`src/rtl/wb_interconnect.sv`:
```
// wb_interconnect: shared-bus Wishbone interconnect for NUM_MASTERS masters and NUM_SLAVES slaves.
// The block provides round-robin arbitration, base/mask address decode and an internal error slave
// for unmapped addresses.
// Optional macro WB_IC_TIMEOUT_EN adds an ack timeout that error-terminates a stalled mapped access.
module wb_interconnect #(
  parameter int unsigned NUM_MASTERS = 2,
  parameter int unsigned NUM_SLAVES  = 3,
  parameter int unsigned AW          = 32,
  parameter int unsigned DW          = 32,
  parameter logic [NUM_SLAVES*AW-1:0] SLAVE_BASE = {32'h30000080, 32'h30000000, 32'h38000000},
  parameter logic [NUM_SLAVES*AW-1:0] SLAVE_MASK = {32'hFFFFFFF0, 32'hFFFFFF80, 32'hFFC00000},
  parameter int unsigned TIMEOUT_CYCLES = 255
) (
  input  logic                          wb_clk_i,
  input  logic                          wb_rst_i,
  input  logic [NUM_MASTERS-1:0]        m_cyc_i,
  input  logic [NUM_MASTERS-1:0]        m_stb_i,
  input  logic [NUM_MASTERS-1:0]        m_we_i,
  input  logic [NUM_MASTERS*(DW/8)-1:0] m_sel_i,
  input  logic [NUM_MASTERS*AW-1:0]     m_adr_i,
  input  logic [NUM_MASTERS*DW-1:0]     m_dat_i,
  output logic [NUM_MASTERS-1:0]        m_ack_o,
  output logic [NUM_MASTERS-1:0]        m_err_o,
  output logic [NUM_MASTERS*DW-1:0]     m_dat_o,
  output logic [NUM_SLAVES-1:0]         s_cyc_o,
  output logic [NUM_SLAVES-1:0]         s_stb_o,
  output logic                          s_we_o,
  output logic [(DW/8)-1:0]             s_sel_o,
  output logic [AW-1:0]                 s_adr_o,
  output logic [DW-1:0]                 s_dat_o,
  input  logic [NUM_SLAVES-1:0]         s_ack_i,
  input  logic [NUM_SLAVES*DW-1:0]      s_dat_i,
  output logic [NUM_MASTERS-1:0]        grant_o
);

  localparam int unsigned SW  = DW / 8;
  localparam int unsigned MIW = (NUM_MASTERS > 1) ? $clog2(NUM_MASTERS) : 1;

  typedef enum logic {IDLE = 1'b0, BUSY = 1'b1} state_t;

  state_t                 state_q, state_d;
  logic [NUM_MASTERS-1:0] gnt_q, gnt_d, arb_gnt;
  logic [MIW-1:0]         last_q, last_d, arb_idx, g_idx;
  logic [NUM_MASTERS-1:0] req;
  logic                   busy;
  logic                   g_cyc, g_stb, g_we;
  logic [SW-1:0]          g_sel;
  logic [AW-1:0]          g_adr;
  logic [DW-1:0]          g_dat;
  logic [NUM_SLAVES-1:0]  hit;
  logic                   mapped;
  logic                   slv_ack;
  logic [DW-1:0]          slv_dat;
  logic                   err_q;
  logic                   to_fire;
  logic                   ack_c, err_c;

  assign req     = m_cyc_i & m_stb_i;
  assign busy    = (state_q == BUSY);
  assign grant_o = gnt_q;

  // FSM state, current grant and round-robin pointer
  always_ff @(posedge wb_clk_i) begin
    if (wb_rst_i) begin
      state_q <= IDLE;
      gnt_q   <= '0;
      last_q  <= MIW'(NUM_MASTERS - 1);
    end else begin
      state_q <= state_d;
      gnt_q   <= gnt_d;
      last_q  <= last_d;
    end
  end

  // Round-robin pick: first requester scanning upward from last+1
  always_comb begin
    arb_gnt = '0;
    arb_idx = '0;
    for (int unsigned k = 1; k <= NUM_MASTERS; k++) begin
      arb_idx = MIW'((32'(last_q) + k) % NUM_MASTERS);
      if (arb_gnt == '0 && req[arb_idx]) arb_gnt[arb_idx] = 1'b1;
    end
  end

  // Next-state: grant from IDLE, release to IDLE when the owner drops cyc
  always_comb begin
    state_d = state_q;
    gnt_d   = gnt_q;
    last_d  = last_q;
    case (state_q)
      IDLE: begin
        if (|req) begin
          state_d = BUSY;
          gnt_d   = arb_gnt;
        end
      end
      BUSY: begin
        if (!g_cyc) begin
          state_d = IDLE;
          gnt_d   = '0;
          last_d  = g_idx;
        end
      end
      default: state_d = IDLE;
    endcase
  end

  // Select the granted master's request signals (all zero while nobody is granted)
  always_comb begin
    g_cyc = 1'b0;
    g_stb = 1'b0;
    g_we  = 1'b0;
    g_sel = '0;
    g_adr = '0;
    g_dat = '0;
    g_idx = '0;
    for (int unsigned m = 0; m < NUM_MASTERS; m++) begin
      if (gnt_q[m]) begin
        g_cyc = m_cyc_i[m];
        g_stb = m_stb_i[m];
        g_we  = m_we_i[m];
        g_sel = m_sel_i[m*SW +: SW];
        g_adr = m_adr_i[m*AW +: AW];
        g_dat = m_dat_i[m*DW +: DW];
        g_idx = MIW'(m);
      end
    end
  end

  // Base/mask decode of the granted address; lowest slave index wins on overlap
  always_comb begin
    hit = '0;
    for (int unsigned i = 0; i < NUM_SLAVES; i++) begin
      if (hit == '0 && ((g_adr & SLAVE_MASK[i*AW +: AW]) == SLAVE_BASE[i*AW +: AW]))
        hit[i] = 1'b1;
    end
  end

  assign mapped = |hit;

  // Return path from the decoded slave
  always_comb begin
    slv_ack = 1'b0;
    slv_dat = '0;
    for (int unsigned i = 0; i < NUM_SLAVES; i++) begin
      if (hit[i]) begin
        slv_ack = s_ack_i[i];
        slv_dat = s_dat_i[i*DW +: DW];
      end
    end
  end

  // Default slave: one err pulse the cycle after an unmapped strobe, then re-arm
  always_ff @(posedge wb_clk_i) begin
    if (wb_rst_i) err_q <= 1'b0;
    else          err_q <= busy && !mapped && g_cyc && g_stb && !err_q;
  end

`ifdef WB_IC_TIMEOUT_EN
  localparam int unsigned CW = $clog2(TIMEOUT_CYCLES + 1);

  logic [CW-1:0] to_cnt_q;
  logic          stall_c;

  assign stall_c = busy && mapped && g_cyc && g_stb && !slv_ack;
  assign to_fire = stall_c && (to_cnt_q == CW'(TIMEOUT_CYCLES - 1));

  // Stall counter; restarts on ack, idle strobe, release or timeout
  always_ff @(posedge wb_clk_i) begin
    if (wb_rst_i || !stall_c || to_fire) to_cnt_q <= '0;
    else                                 to_cnt_q <= to_cnt_q + CW'(1);
  end
`else
  logic unused_timeout;

  assign to_fire        = 1'b0;
  assign unused_timeout = ^TIMEOUT_CYCLES;
`endif

  // Output routing: shared slave bus, per-slave strobes, per-master termination
  always_comb begin
    s_cyc_o = '0;
    s_stb_o = '0;
    s_we_o  = 1'b0;
    s_sel_o = '0;
    s_adr_o = '0;
    s_dat_o = '0;
    m_ack_o = '0;
    m_err_o = '0;
    m_dat_o = '0;
    ack_c   = 1'b0;
    err_c   = 1'b0;
    if (busy) begin
      s_we_o  = g_we;
      s_sel_o = g_sel;
      s_adr_o = g_adr;
      s_dat_o = g_dat;
      for (int unsigned i = 0; i < NUM_SLAVES; i++) begin
        if (hit[i] && !to_fire) begin
          s_cyc_o[i] = g_cyc;
          s_stb_o[i] = g_stb;
        end
      end
      ack_c = mapped && slv_ack && g_cyc && g_stb && !to_fire;
      err_c = (err_q && !ack_c) || to_fire;
      for (int unsigned m = 0; m < NUM_MASTERS; m++) begin
        if (gnt_q[m]) begin
          m_ack_o[m] = ack_c;
          m_err_o[m] = err_c;
          if (ack_c) m_dat_o[m*DW +: DW] = slv_dat;
        end
      end
    end
  end

endmodule

```
`config.mk`:
```
export PLATFORM = sky130hd
export DESIGN_NAME = wb_interconnect
export DESIGN_NICKNAME = d
export VERILOG_FILES = /design/src/rtl/wb_interconnect.sv
export SDC_FILE = /design/constraint.sdc
export NUM_CORES = 1
export LEC_CHECK = 0
export CORE_AREA = 10 10 143 145
export CTS_BUF_LIST = sky130_fd_sc_hd__clkbuf_2 sky130_fd_sc_hd__clkbuf_4 sky130_fd_sc_hd__clkbuf_8
export CTS_CLUSTER_DIAMETER = 30
export DETAILED_ROUTE_END_ITERATION = 8
export DIE_AREA = 0 0 153 155
export PLACE_DENSITY = 0.58
export REMOVE_ABC_BUFFERS = 1
export SLEW_MARGIN = 20
export SYNTH_ARGS = -nofsm -noshare
export SYNTH_HDL_FRONTEND = slang
export SYNTH_SLANG_ARGS = --single-unit
export TNS_END_PERCENT = 100
```
`constraint.sdc`:
```
create_clock -name wb_clk_i -period 4.45 [get_ports wb_clk_i]
set_input_delay 1.1125 -clock wb_clk_i [delete_from_list [all_inputs] [get_ports wb_clk_i]]
set_output_delay 1.1125 -clock wb_clk_i [all_outputs]
set_load 0.005 [all_outputs]
```
==> results.cfg <==
[global_routing]
busiest_layer = met2
use_met3 = 0.06672
antenna_found_initial = 2
gr-usage-met1 = 0.2213
grt_pass1_wl_um = 35650
grt_util_all_layers = 0.1908
grt_max_degree = 62
grt_pass1_vias = 5433
met2_usage = 0.3307
grt_overflow = 0

[setup_path]
cp_top_family = simple AND/OR/NAND/NOR gates
worst_ep_arrival_time_ps = 3210
crit_slowest_cell = nor3_4
path_class = in -> out
crit_buf_inv = 6
reg2reg_depth = 9
cp-start-kind = input pin
cp-end-kind = output port
critical_path_required_ps = 3340
worst_path_largest_cell_delay_ps = 300
worstPathMaxFanout = 6
reg2reg_to = err_q$_SDFF_PP0_
timing.rr.start = grant_o[1]$_SDFFE_PP0P_
r2r_slack_ps = 2310
cp_cell_sequence = buf_2 -> nor4_2 -> buf_4 -> a41oi_4 -> nor3_4 -> buf_6 -> nand3_4 -> buf_16 -> buf_6 -> a2bb2oi_2 -> and3_1 -> buf_2

[clocking]
cts_tree = done
clk_latency_ps = 220
clock_sinks = 5
htree_levels = 1
clk_path_buf_depth = 2
cts_made_buffers = 3
clkTransAtPathRegs_ps = 30
clockRootBuffer = clkbuf_8

[power_and_ir_drop]
p_per_area_nw_per_um2 = 77.62
p_total_mw = 0.5945
power.leakage_nw = 3.442
power.share.clock = 0.153
swShare = 0.3135
internal_power_mw = 0.4081
switching_power_mw = 0.1864
p_comb_frac = 0.758
vdd.ir_drop.worst_uv = 90.44
sequentialPowerShare = 0.089

[placed_design]
io_buffers = 387
dp_hpwl_um = 19720
routabilityCongestion = 0.8593

[finish]
final_cell_mix = 264 x clkdlybuf4s50_1, 61 x and3_1, 49 x buf_4
final-seq-area_um2 = 100.1
fillCellCount = 1839
n_antenna_cell = 0
synthToLayoutAreaGrowth_pct = 183.1
multi_input_area_um2 = 2684
nets = 1099
layout_commonest_cell = clkdlybuf4s50_1
layout-drive-gt1-share = 0.2550

[yosys]
synth_ff_type = dfxtp_1
synth_edf_count = 0
synth-async-reset-ratio = 0
syn_inst = 431
avgSynthCellArea_um2 = 6.276
syn_area_um2 = 2705
synth_seq_area_share = 0.03700
ys_seq_elements = 5
ys_warn_count = 0
ys_types = 43

[flow_run]
cap_violations = 0

[floorplanning]
die_area_um2 = 23720
core_area_um2 = 17660
ios = 388
start_util = 0.1532
die_h_um = 155
std_cell_rows = 49
die_x_um = 153

[timing]
worst_pin_slew_ps = 885.0
slew_violations = 0
setup_viol = 0
min_period_over_period = 0.9723
fmaxAchievable_mhz = 231.1
report.final.hold_viol_count = 0
clock-skew-final_ps = 1.356
relSlewSlack = 0.4093
hold_slack_ps = 581.8
fin_crit_ps = 4327
rsz0062_at_grt = no

[drt]
vias_per_cell = 4.875
first_iter_violations = 251
first_pass_iters = 4
drt-total-wl_um = 25530
ant_nets = 0
drc = 0
routedWlPerCell_um = 23.55
vias = 5284

[worst_hold_path]
hold_start = err_q$_SDFF_PP0_
hold_path_depth = 3
hold_class = reg -> reg
min_to = err_q$_SDFF_PP0_

[status]
status = finished, final reports clean
logic make-up after synthesis:
family / count (synthesis) / share of synthesized area
simple gates: 211 / 0.4043
flops: 5 / 0.03700
buf+inv: 58 / 0.08695
compound gates: 157 / 0.4718
metrics by stage:
| stage | setup TNS, ps | cell area [um2] | instances | worst slack, ps | utilization |
|---|---|---|---|---|---|
| after global routing | 0 | 7659 | 1084 | 8.795 | 0.4337 |
| after detailed placement | -42670 | 7199 | 1046 | -694.6 | 0.4077 |
| final | 0 | 7659 | 1084 | 123.4 | 0.4337 |
| after CTS | -110.2 | 7640 | 1079 | -57.75 | 0.4327 |
| after floorplan | -95610 | 2485 | 377 | -1387 | - |
| after global placement | -42810 | 7199 | 1046 | -671.7 | 0.4077 |
Yosys cell counts (all sizes together), types with 5 or more instances:
master / number / share of area
a2bb2oi: 33 / 0.11
and3: 64 / 0.15
a22o: 42 / 0.14
nor3: 5 / 0.015
buf: 9 / 0.019
dfxtp: 5 / 0.037
nand2: 41 / 0.057
a21o: 33 / 0.092
nor4: 9 / 0.021
a22oi: 27 / 0.075
clkbuf: 45 / 0.062
o21ai: 6 / 0.011
nand3: 35 / 0.065
nor2: 42 / 0.058
state kept, by name, summed over array words and instances, names as in the netlist:
name and flops:
busy 1, err_q 1, grant_o 2, last_q 1
cell type report:
cell class | instances | area share
timing repair buffer | 474 | 0.5908
sequential | 5 | 0.01307
tap | 229 | 0.03741
clock buffer | 4 | 0.006372
inverter | 4 | 0.001960
multi-input combinational | 368 | 0.3504
power by group through the flow:
| stage | Clock, mW | Combinational, mW | Sequential [mW] |
|---|---|---|---|
| floorplan | 0 | 0.105 | 0.0567 |
| global placement | 0 | 0.442 | 0.0537 |
| detailed placement | 0 | 0.444 | 0.0535 |
| CTS | 0.0906 | 0.448 | 0.0530 |
| global route | 0.0929 | 0.481 | 0.0538 |
| finish | 0.0909 | 0.451 | 0.0530 |
repair_timing:
| action | 4_1_cts | 5_1_grt |
|---|---|---|
| hold buffers | 0 | 0 |
| gates cloned | 6 | 5 |
| pin swaps | 24 | 24 |
| setup buffers | 24 | 6 |
| resized for setup | 301 | 115 |
| setup endpoints to repair | 74 | 69 |
how the worst max path moves through the flow:
stage / start / endpoint / slack (ps) / depth (start not counted)
2_1_floorplan: grant_o[1]$_SDFFE_PP0P_ / m_dat_o[32] / -1390 / 6
3_3_place_gp: m_adr_i[18] / m_dat_o[35] / -670 / 9
3_5_place_dp: m_adr_i[18] / m_dat_o[35] / -690 / 9
4_1_cts: m_adr_i[19] / m_dat_o[52] / -60 / 13
5_1_grt: m_adr_i[9] / m_err_o[1] / 9 / 13
6_report: m_adr_i[9] / m_dat_o[40] / 120 / 12
metal layers:
layer / wire length, um / vias to the layer above
li1: - / 2505
met1: 10120 / 2471
met2: 12260 / 278
met5: 0 / -
met4: 622 / 0
met3: 2523 / 30
worst min-delay path, stage by stage (launching register included):
cell and delay, ps:
dfxtp_1 350, nor2_1 60, nand3_1 80, nor3_1 50
(Power assumes the default switching activity.)
